[src/rtl/ima_adpcm_pkg.sv]
// Shared IMA ADPCM constants, the 89-entry step table and the index-delta rule.
package ima_adpcm_pkg;

  localparam int IMA_MAX_INDEX = 88;
  localparam int PRED_W        = 19;
  localparam int STEP_W        = 15;

  localparam logic [STEP_W-1:0] STEP_TABLE [0:IMA_MAX_INDEX] = '{
    15'd7,     15'd8,     15'd9,     15'd10,    15'd11,    15'd12,    15'd13,    15'd14,
    15'd16,    15'd17,    15'd19,    15'd21,    15'd23,    15'd25,    15'd28,    15'd31,
    15'd34,    15'd37,    15'd41,    15'd45,    15'd50,    15'd55,    15'd60,    15'd66,
    15'd73,    15'd80,    15'd88,    15'd97,    15'd107,   15'd118,   15'd130,   15'd143,
    15'd157,   15'd173,   15'd190,   15'd209,   15'd230,   15'd253,   15'd279,   15'd307,
    15'd337,   15'd371,   15'd408,   15'd449,   15'd494,   15'd544,   15'd598,   15'd658,
    15'd724,   15'd796,   15'd876,   15'd963,   15'd1060,  15'd1166,  15'd1282,  15'd1411,
    15'd1552,  15'd1707,  15'd1878,  15'd2066,  15'd2272,  15'd2499,  15'd2749,  15'd3024,
    15'd3327,  15'd3660,  15'd4026,  15'd4428,  15'd4871,  15'd5358,  15'd5894,  15'd6484,
    15'd7132,  15'd7845,  15'd8630,  15'd9493,  15'd10442, 15'd11487, 15'd12635, 15'd13899,
    15'd15289, 15'd16818, 15'd18500, 15'd20350, 15'd22385, 15'd24623, 15'd27086, 15'd29794,
    15'd32767
  };

  // Indices past the table end behave like the last entry.
  function automatic logic [STEP_W-1:0] stepSize(input logic [6:0] index);
    if (index > 7'(IMA_MAX_INDEX)) return '1;
    return STEP_TABLE[index];
  endfunction

  // Small magnitudes walk the step index down, large ones jump it up.
  function automatic logic signed [4:0] indexDelta(input logic [2:0] mag);
    case (mag)
      3'd4:    return 5'sd2;
      3'd5:    return 5'sd4;
      3'd6:    return 5'sd6;
      3'd7:    return 5'sd8;
      default: return -5'sd1;
    endcase
  endfunction

endpackage

[src/rtl/ima_adpcm_core.sv]
// Combinational IMA ADPCM decode step: one nibble against one channel's state.
module ima_adpcm_core
  import ima_adpcm_pkg::*;
#(
  parameter int OUT_WIDTH = 16
) (
  input  logic signed [PRED_W-1:0]    predIn,
  input  logic        [6:0]           idxIn,
  input  logic        [3:0]           nibble,
  output logic signed [PRED_W-1:0]    predOut,
  output logic        [6:0]           idxOut,
  output logic signed [OUT_WIDTH-1:0] samp
);

  // Two guard bits: pred plus the largest dq exceeds a 20-bit signed range.
  function automatic logic signed [PRED_W-1:0] satPred(input logic signed [PRED_W+1:0] s);
    if (s > 21'sd262143)  return 19'sh3FFFF;
    if (s < -21'sd262144) return 19'sh40000;
    return s[PRED_W-1:0];
  endfunction

  // Round half up at the first dropped fraction bit, then clip to OUT_WIDTH.
  function automatic logic signed [OUT_WIDTH-1:0] roundSat(input logic signed [PRED_W-1:0] p);
    logic signed [OUT_WIDTH:0] pre;
    pre = $signed({p[PRED_W-1], p[PRED_W-1 -: OUT_WIDTH]})
        + $signed({{OUT_WIDTH{1'b0}}, p[PRED_W-1-OUT_WIDTH]});
    if (!pre[OUT_WIDTH] && pre[OUT_WIDTH-1]) return {1'b0, {(OUT_WIDTH-1){1'b1}}};
    if (pre[OUT_WIDTH] && !pre[OUT_WIDTH-1]) return {1'b1, {(OUT_WIDTH-1){1'b0}}};
    return pre[OUT_WIDTH-1:0];
  endfunction

  logic        [STEP_W-1:0] step;
  logic        [PRED_W-1:0] dq;
  logic signed [PRED_W+1:0] predSum;
  logic signed [4:0]        delta;
  logic signed [8:0]        idxSum;

  // Dequantise, update predictor and index, derive the output sample.
  always_comb begin
    step    = stepSize(idxIn);
    dq      = PRED_W'(step) * PRED_W'({nibble[2:0], 1'b1});
    if (nibble[3])
      predSum = {{2{predIn[PRED_W-1]}}, predIn} - $signed({2'b00, dq});
    else
      predSum = {{2{predIn[PRED_W-1]}}, predIn} + $signed({2'b00, dq});
    predOut = satPred(predSum);
    delta   = indexDelta(nibble[2:0]);
    idxSum  = $signed({2'b00, idxIn}) + $signed({{4{delta[4]}}, delta});
    if (idxSum < 9'sd0)
      idxOut = 7'd0;
    else if (idxSum > 9'sd88)
      idxOut = 7'(IMA_MAX_INDEX);
    else
      idxOut = idxSum[6:0];
    samp    = roundSat(predOut);
  end

endmodule

[src/rtl/ima_adpcm_mc_dec.sv]
// Multi-channel IMA ADPCM decoder: per-channel state, handshakes, output register.
module ima_adpcm_mc_dec
  import ima_adpcm_pkg::*;
#(
  parameter int NUM_CH    = 2,
  parameter int CH_W      = (NUM_CH > 1) ? $clog2(NUM_CH) : 1,
  parameter int OUT_WIDTH = 16
) (
  input  logic                        clock,
  input  logic                        resetN,
  input  logic        [3:0]           inPCM,
  input  logic        [CH_W-1:0]      inChan,
  input  logic                        inValid,
  output logic                        inReady,
  input  logic        [CH_W-1:0]      ldChan,
  input  logic signed [15:0]          ldPredictSamp,
  input  logic        [6:0]           ldStepIndex,
  input  logic                        ldValid,
  output logic signed [OUT_WIDTH-1:0] outSamp,
  output logic        [CH_W-1:0]      outChan,
  output logic                        outValid,
  input  logic                        outReady,
  output logic                        errChan
);

  localparam logic [CH_W:0] NUM_CH_V = (CH_W+1)'(NUM_CH);

  logic signed [PRED_W-1:0]    predMem [NUM_CH];
  logic        [6:0]           idxMem  [NUM_CH];

  logic                        inChanOk;
  logic                        ldChanOk;
  logic                        accept;
  logic                        vld_p0;
  logic signed [PRED_W-1:0]    selPred_p0;
  logic        [6:0]           selIdx_p0;
  logic signed [PRED_W-1:0]    newPred_p0;
  logic        [6:0]           newIdx_p0;
  logic signed [OUT_WIDTH-1:0] samp_p0;
  logic        [6:0]           ldIdx;

  // A pending load owns the state port, so inputs wait for it.
  assign inReady  = !ldValid && (!outValid || outReady);
  assign accept   = inValid && inReady;
  assign inChanOk = {1'b0, inChan} < NUM_CH_V;
  assign ldChanOk = {1'b0, ldChan} < NUM_CH_V;
  assign vld_p0   = accept && inChanOk;
  assign ldIdx    = (ldStepIndex > 7'(IMA_MAX_INDEX)) ? 7'(IMA_MAX_INDEX) : ldStepIndex;

  // Read the addressed channel's state; unknown channels read as zero.
  always_comb begin
    selPred_p0 = '0;
    selIdx_p0  = '0;
    for (int c = 0; c < NUM_CH; c++) begin
      if (inChan == CH_W'(c)) begin
        selPred_p0 = predMem[c];
        selIdx_p0  = idxMem[c];
      end
    end
  end

  ima_adpcm_core #(
    .OUT_WIDTH (OUT_WIDTH)
  ) u_core (
    .predIn  (selPred_p0),
    .idxIn   (selIdx_p0),
    .nibble  (inPCM),
    .predOut (newPred_p0),
    .idxOut  (newIdx_p0),
    .samp    (samp_p0)
  );

  // Channel state: loads and decodes never coincide because loads stall inputs.
  always_ff @(posedge clock or negedge resetN) begin
    if (!resetN) begin
      for (int c = 0; c < NUM_CH; c++) begin
        predMem[c] <= '0;
        idxMem[c]  <= '0;
      end
    end else begin
      for (int c = 0; c < NUM_CH; c++) begin
        if (ldValid && ldChan == CH_W'(c)) begin
          predMem[c] <= {ldPredictSamp, 3'b000};
          idxMem[c]  <= ldIdx;
        end else if (vld_p0 && inChan == CH_W'(c)) begin
          predMem[c] <= newPred_p0;
          idxMem[c]  <= newIdx_p0;
        end
      end
    end
  end

  // ---- stage p1: output register, held under backpressure ----
  always_ff @(posedge clock or negedge resetN) begin
    if (!resetN) begin
      outSamp  <= '0;
      outChan  <= '0;
      outValid <= 1'b0;
      errChan  <= 1'b0;
    end else begin
      errChan <= (accept && !inChanOk) || (ldValid && !ldChanOk);
      if (vld_p0) begin
        outSamp  <= samp_p0;
        outChan  <= inChan;
        outValid <= 1'b1;
      end else if (outReady) begin
        outValid <= 1'b0;
      end
    end
  end

endmodule

[config.mk]
export PLATFORM = sky130hd
export DESIGN_NAME = ima_adpcm_mc_dec
export DESIGN_NICKNAME = d
export VERILOG_FILES = /design/src/rtl/ima_adpcm_pkg.sv /design/src/rtl/ima_adpcm_core.sv /design/src/rtl/ima_adpcm_mc_dec.sv
export SDC_FILE = /design/constraint.sdc
export NUM_CORES = 1
export LEC_CHECK = 0
export CORE_MARGIN = 2
export CORE_UTILIZATION = 45
export CTS_BUF_LIST = sky130_fd_sc_hd__clkbuf_8
export CTS_CLUSTER_SIZE = 40
export DETAILED_ROUTE_END_ITERATION = 8
export HOLD_SLACK_MARGIN = 0.15
export PLACE_DENSITY = 0.6
export SETUP_SLACK_MARGIN = 0.4
export SYNTH_ARGS = -nofsm -noshare
export SYNTH_HDL_FRONTEND = slang
export SYNTH_HIERARCHICAL = 1
export SYNTH_SLANG_ARGS = --single-unit
[constraint.sdc]
create_clock -name clock -period 24.3 [get_ports clock]
set_input_delay 3.645 -clock clock [delete_from_list [all_inputs] [get_ports clock]]
set_output_delay 3.645 -clock clock [all_outputs]
set_load 0.02 [all_outputs]
==> parameters.txt, run 1 <==
Parameter                              Value

Floorplanning
  Vert. Die Dim    150 um
  Full die area    22,400 um^2
  Initial Utilization    0.456
  Die Width    150 um
  Number of ports placed on the die boundary    54
  Placement Rows    53
  Core area    21,000 um^2

Logic synthesis
  Post-Synthesis Cells    1,187
  Most frequently used flop master after synthesis    sky130_fd_sc_hd__dfrtp_1
  Number of synthesized register bits    70
  Sequential area share after synthesis    0.183
  Count of flip-flops with a built-in enable after synthesis    0
  Proportion of synthesized flip-flops having asynchronous set or reset    1.00
  Cell area after synthesis    9550 um^2
  Count of unique library cells instantiated by Yosys    91
  Syn Nets    1,314
  Post-synthesis average cell area    8.05 um^2
  Warning count from the yosys run    6

Setup path
  Required time worst endpoint    24,530 ps
  Cell family with the largest share of critical-path delay    compound AO/OA/AOI/OAI gates
  Buffer and inverter count on the worst path    7
  Delay of the slowest critical-path stage    770 ps
  Worst reg-to-reg path cell count    42
  Worst Path Arrival    15,680 ps
  Worst Setup Path Type    input pin to register
  Reg2Reg Setup Slack    12,410 ps
  Worst Setup End Kind    register
  Critical path destination    outSamp[8]$_DFFE_PN0P_
  Worst-path maximum fanout    57
  Endpoint of the most critical register-to-register path    outSamp[8]$_DFFE_PN0P_
  Worst reg2reg startpoint    idxMem[9]$_DFFE_PN0P_
  Critical path launch point type    input pin
  Cell with the biggest individual delay on the critical path    sky130_fd_sc_hd__inv_1
  Number of cells on the critical path    44
  Most Frequent Cell on Critical Path    sky130_fd_sc_hd__a21oi_1
  CP startpoint    inChan

Min path
  HP Class    register to register

Finish
  Number of inserted diodes    0
  Fraction of layout instances using a drive strength above 1    0.116
  Multi-input gate area in the final layout    7230 um^2
  Fillers    2,069
  Area growth syn-to-layout    8.11%
  Footprint of the flip-flops and latches    1750 um^2
  Core occupancy in the finished layout    0.493
  Post-layout nets    1,312
  Most frequent cells in the layout    115 x sky130_fd_sc_hd__nand2_1, 102 x sky130_fd_sc_hd__a21oi_1, 81 x sky130_fd_sc_hd__nor2_1
  Leading cell type in the layout, fill and taps excluded    sky130_fd_sc_hd__nand2_1

Flow run
  MaxCap Viol Count    0

Route
  Routed length per instance    18.4 um
  DRC    0
  Via count    8,968
  Post-route ant nets    0
  First-pass detailed-route iteration total    6
  Number of DRC markers in iteration 0    714
  Drt total wl    26.9 mm
  Post-DR vias/cell    6.12

GRT
  Total global-route track usage    0.243
  Number of global-route vias before repair    8,322
  Initial antenna violation count    0
  Global-route wire length before repair    44.0 mm
  Remaining global-route overflow    0
  Largest net degree at the start of global routing    71

Clock tree
  Clock insertion delay at the later pin of the skew report    350 ps
  CTS tree    built
  Post-CTS Hold Buffers    0
  Clk sink count    70
  Number of H-tree levels    3
  Max Buffers Root-to-Sink    2
  Total of cells resized after clock tree synthesis    0
  Clock transition at the registers of the reported paths    70 ps
  Post-CTS setup buffer count    0
  CTS root buf    sky130_fd_sc_hd__clkbuf_8
  TritonCTS Buffers    9

STA
  Worst-Margin Slew    989 ps
  Unrepaired setup endpoints after global routing    no
  Final setup skew    9.05 ps
  Final worst path period share    0.636
  Number of failing setup endpoints in the final timing report    0
  TNS Setup    0 ps
  FMAX    64.7 MHz
  Worst rel slew slack    0.333
  Hold slack    508 ps
  Setup ws final    8860 ps
  Max Transition Viols Final    0
  Time the worst path needs with I/O delays and setup    15,440 ps
  Final hold vios    0

Place
  Total half-perimeter wirelength after legalization and detailed placement    20.2 mm
  Worst-case setup slack after placement    8730 ps
  Number of I/O port buffers    52
  Placer's final routability congestion estimate    0.923

Status
  Outcome    complete, no violations
cells by family after synthesis:
| group | share of synthesized area |
|---|---|
| multiplexers | 0.0604 |
| XOR/XNOR | 0.0468 |
| flip-flops | 0.183 |
| buffers and inverters | 0.0595 |
| other | 0.000393 |
| AND/OR/NAND/NOR | 0.222 |
| AO/OA/AOI/OAI | 0.284 |
| adder cells (fa/ha/maj) | 0.144 |
per-layer routing:
layer,global-route usage,vias to the layer above,wire length [um]
li1,-,4356,-
met1,0.349,4237,12900
met2,0.381,330,11900
met3,0.0280,45,1430
met4,0.0759,0,695
met5,0,-,0
worst min-delay path by stage:
stage,from,endpoint,slack (ps),depth (start not counted)
2_1_floorplan,predMem[11]$_DFFE_PN0P_,predMem[11]$_DFFE_PN0P_,470,1
4_1_cts,outSamp[3]$_DFFE_PN0P_,outSamp[3]$_DFFE_PN0P_,510,1
3_3_place_gp,outSamp[15]$_DFFE_PN0P_,outSamp[15]$_DFFE_PN0P_,490,1
6_report,outSamp[3]$_DFFE_PN0P_,outSamp[3]$_DFFE_PN0P_,510,1
5_1_grt,outSamp[15]$_DFFE_PN0P_,outSamp[15]$_DFFE_PN0P_,530,1
3_5_place_dp,idxMem[5]$_DFFE_PN0P_,idxMem[5]$_DFFE_PN0P_,500,1
final cells by class:
cell class,count,area share
Clock inverter,6,0.00594
Multi-Input combinational cell,984,0.700
Tap cell,275,0.0333
Timing Repair Buffer,61,0.0560
Inverter,59,0.0214
Sequential cell,70,0.170
Clock buffer,10,0.0133
registers in the layout, indices dropped and copies added (netlist names):
signal / flops
predMem: 38
outSamp: 16
idxMem: 14
outChan: 1
outValid: 1
stage by stage:
| stage | area (um^2) | cells |
|---|---|---|
| 2_1_floorplan | 9550 | 1187 |
| 3_3_place_gp | 10100 | 1449 |
| 3_5_place_dp | 10100 | 1449 |
| 4_1_cts | 10300 | 1465 |
| 5_1_grt | 10300 | 1465 |
| 6_report | 10300 | 1465 |
Yosys cell counts (21+ instances only):
master,instances,area (um^2)
sky130_fd_sc_hd__nand3_1,24,120
sky130_fd_sc_hd__ha_1,65,813
sky130_fd_sc_hd__mux2_2,43,484
sky130_fd_sc_hd__nor3_1,22,110
sky130_fd_sc_hd__and2_1,36,225
sky130_fd_sc_hd__a31oi_1,21,131
sky130_fd_sc_hd__a21oi_1,102,510
sky130_fd_sc_hd__clkbuf_1,35,131
sky130_fd_sc_hd__nand2b_1,44,275
sky130_fd_sc_hd__nor2_1,81,304
sky130_fd_sc_hd__nand2_1,115,432
sky130_fd_sc_hd__xnor2_1,29,254
sky130_fd_sc_hd__inv_1,55,206
sky130_fd_sc_hd__o221a_2,33,372
sky130_fd_sc_hd__dfrtp_1,70,1750
sky130_fd_sc_hd__fa_1,28,561
sky130_fd_sc_hd__o21ai_0,64,320
sky130_fd_sc_hd__xor2_1,22,193
Power of run 1 is left out: the tool's default activity adds up to more than one toggle a clock period on the data nets, which glitch-free logic cannot reach.
==> run 2, diff against run 1 <==
- clock period: 24.3 -> 14.5 ns (I/O delays scaled with it)
==> run 2 against run 1 <==
Against the previous run:
- final cell count rose by 0.27%
- global-route usage rose by 0.29 points
- register-to-register slack got worse by 9500 ps
- core utilization rose by 0.25 points
- die area did not move
- routed wire length barely moved
- non-clock buffer count rose by 5
- count of clock-buffer cells in the layout fell by 1
- setup slack got worse by 7500 ps
- design area rose by 0.51%
- sequential share of layout area fell by 0.086 points
- first-iteration DRC count rose by 17%
- largest cell class unchanged
==> parameters.txt, run 2 (synthesized netlist as in run 1, its figures left out) <==
Parameter                              Value

Status
  Outcome    complete, no violations

Min path
  HP Class    register to register
  Beginning of the worst hold path    outSamp[12]$_DFFE_PN0P_

Finish
  Multi-input gate area in the final layout    7240 um^2 (+0.14%)
  Largest registers    predMem: 38 flops, outSamp: 16 flops, idxMem: 14 flops
  Footprint of the flip-flops and latches    1750 um^2 (unchanged)
  Number of inserted diodes    0 (unchanged)
  Fillers    2,034 (-1.7%)
  Number of flip-flops in the largest register    38 (unchanged)
  Post-layout nets    1,317 (+0.38%)
  Most frequent cells in the layout    115 x sky130_fd_sc_hd__nand2_1, 101 x sky130_fd_sc_hd__a21oi_1, 81 x sky130_fd_sc_hd__nor2_1
  Largest reg by FF count    predMem
  Leading cell type in the layout, fill and taps excluded    sky130_fd_sc_hd__nand2_1
  Area growth syn-to-layout    8.66%
  Fraction of layout instances using a drive strength above 1    0.119 (+0.00296)

GRT
  Global-route wire length before repair    44.6 mm (+1.4%)
  Initial antenna violation count    0 (unchanged)
  Total global-route track usage    0.245 (+0.00286)
  Remaining global-route overflow    0 (unchanged)
  Largest net degree at the start of global routing    71 (unchanged)
  Number of global-route vias before repair    8,526 (+2.5%)

Place
  Worst-case setup slack after placement    919 ps (-7810 ps)
  Number of I/O port buffers    52 (unchanged)
  Total half-perimeter wirelength after legalization and detailed placement    20.3 mm (+0.59%)
  Placer's final routability congestion estimate    0.944 (+2.3%)

Floorplanning
  Vert. Die Dim    150 um (unchanged)
  Number of ports placed on the die boundary    54 (unchanged)
  Initial Utilization    0.456 (unchanged)
  Die Width    150 um (unchanged)
  Placement Rows    53 (unchanged)
  Full die area    22,400 um^2 (unchanged)
  Core area    21,000 um^2 (unchanged)

Flow run
  MaxCap Viol Count    0 (unchanged)

Setup path
  Cell family with the largest share of critical-path delay    compound AO/OA/AOI/OAI gates
  Required time worst endpoint    14,730 ps (-9800 ps)
  Cell with the biggest individual delay on the critical path    sky130_fd_sc_hd__ha_2
  Buffer and inverter count on the worst path    8 (+1)
  CP startpoint    inChan
  Delay of the slowest critical-path stage    610 ps (-160 ps)
  Worst reg2reg startpoint    idxMem[1]$_DFFE_PN0P_
  Worst Setup End Kind    register
  Worst Path Arrival    13,410 ps (-2270 ps)
  Worst Setup Path Type    input pin to register
  Critical path launch point type    input pin
  Worst-path maximum fanout    18 (-68%)

STA
  Max Transition Viols Final    0 (unchanged)
  Hold slack    509 ps (+0.949 ps)
  Unrepaired setup endpoints after global routing    no
  Final worst path period share    0.909
  Worst rel slew slack    0.350 (+0.0177)
  Final hold vios    0 (unchanged)
  FMAX    75.8 MHz
  Number of failing setup endpoints in the final timing report    0 (unchanged)
  Setup ws final    1310 ps (-7540 ps)
  TNS Setup    0 ps (unchanged)
  Final setup skew    14.4 ps (+5.34 ps)
  Time the worst path needs with I/O delays and setup    13,190 ps
  Worst-Margin Slew    962 ps (-26.2 ps)

Route
  Post-DR vias/cell    6.05 (-1.1%)
  Number of DRC markers in iteration 0    837 (+17%)
  First-pass detailed-route iteration total    5 (-1)
  Drt total wl    26.9 mm (about the same)
  Routed length per instance    18.3 um (-0.28%)
  Via count    8,894 (-0.83%)
  Post-route ant nets    0 (unchanged)
  DRC    0 (unchanged)

Clock tree
  Clock insertion delay at the later pin of the skew report    350 ps (about the same)
  Number of H-tree levels    3 (unchanged)
  TritonCTS Buffers    9 (unchanged)
  CTS tree    built
  Post-CTS Hold Buffers    0 (unchanged)
  CTS root buf    sky130_fd_sc_hd__clkbuf_8
  Clock transition at the registers of the reported paths    70 ps (about the same)
  Clk sink count    70 (unchanged)
  Max Buffers Root-to-Sink    2 (unchanged)
## run 2: changes by cell type in the layout (fill, tap and decap cells not counted)
cell	previous run	this run
sky130_fd_sc_hd__ha_1	65	64
sky130_fd_sc_hd__clkbuf_8	10	9
sky130_fd_sc_hd__a21oi_2	1	2
sky130_fd_sc_hd__ha_2	0	1
sky130_fd_sc_hd__mux2_4	0	1
sky130_fd_sc_hd__a21oi_1	102	101
sky130_fd_sc_hd__clkinv_2	3	1
sky130_fd_sc_hd__bufinv_16	1	2
sky130_fd_sc_hd__mux2_2	43	42
sky130_fd_sc_hd__buf_4	9	14
sky130_fd_sc_hd__inv_1	55	57
sky130_fd_sc_hd__clkinv_4	1	0
## run 2: what timing repair did
action	CTS	global route
hold endpoints to repair	0	0
setup endpoints to repair	0	9
buffers inserted	0	1
resized for setup	0	3
## run 2: routing by layer
layer / track usage / up-vias / part of all wire
li1: - / 4364 / -
met1: 0.360 / 4246 / 0.49
met2: 0.380 / 256 / 0.44
met3: 0.0265 / 28 / 0.048
met4: 0.0726 / 0 / 0.021
met5: 0 / - / 0
## run 2: per-stage QoR
step,utilization,instances,cell area (um^2)
after floorplan,-,1187,9550
final,0.495,1469,10400
after detailed placement,0.485,1453,10200
after global routing,0.495,1469,10400
after CTS,0.495,1468,10400
after global placement,0.485,1453,10200
## run 2: final cells by class
class | count | area share
Tap cell | 275 | 0.0331
Clock inverter | 6 | 0.00771
Multi-Input combinational cell | 984 | 0.698
Clock buffer | 9 | 0.0119
Sequential cell | 70 | 0.169
Timing Repair Buffer | 66 | 0.0593
Inverter | 59 | 0.0213
## run 2: worst reg2reg max path, delay by kind of cell, from the launching register on
kind / cells / cell delay (ps)
AND/OR/NAND/NOR: 12 / 2570
flip-flops: 1 / 360
multiplexers: 2 / 740
buffers and inverters: 7 / 1110
AO/OA/AOI/OAI: 14 / 3330
adder cells (fa/ha/maj): 6 / 2670
XOR/XNOR: 3 / 650
## run 2: final timing paths
| check | endpoint | slack [ps] | depth (start not counted) |
|---|---|---|---|
| setup / recovery | outSamp[8]$_DFFE_PN0P_ | 1310 | 45 |
| hold / removal | outSamp[12]$_DFFE_PN0P_ | 510 | 1 |
| setup reg to reg | outSamp[8]$_DFFE_PN0P_ | 2950 | 44 |
| hold reg to reg | outSamp[12]$_DFFE_PN0P_ | 510 | 1 |
| max in group asynchronous | predMem[35]$_DFFE_PN0P_ | 11870 | 2 |
| min in group asynchronous | outValid$_DFFE_PN0P_ | 2040 | 2 |
Power of run 2 is left out for the same reason.
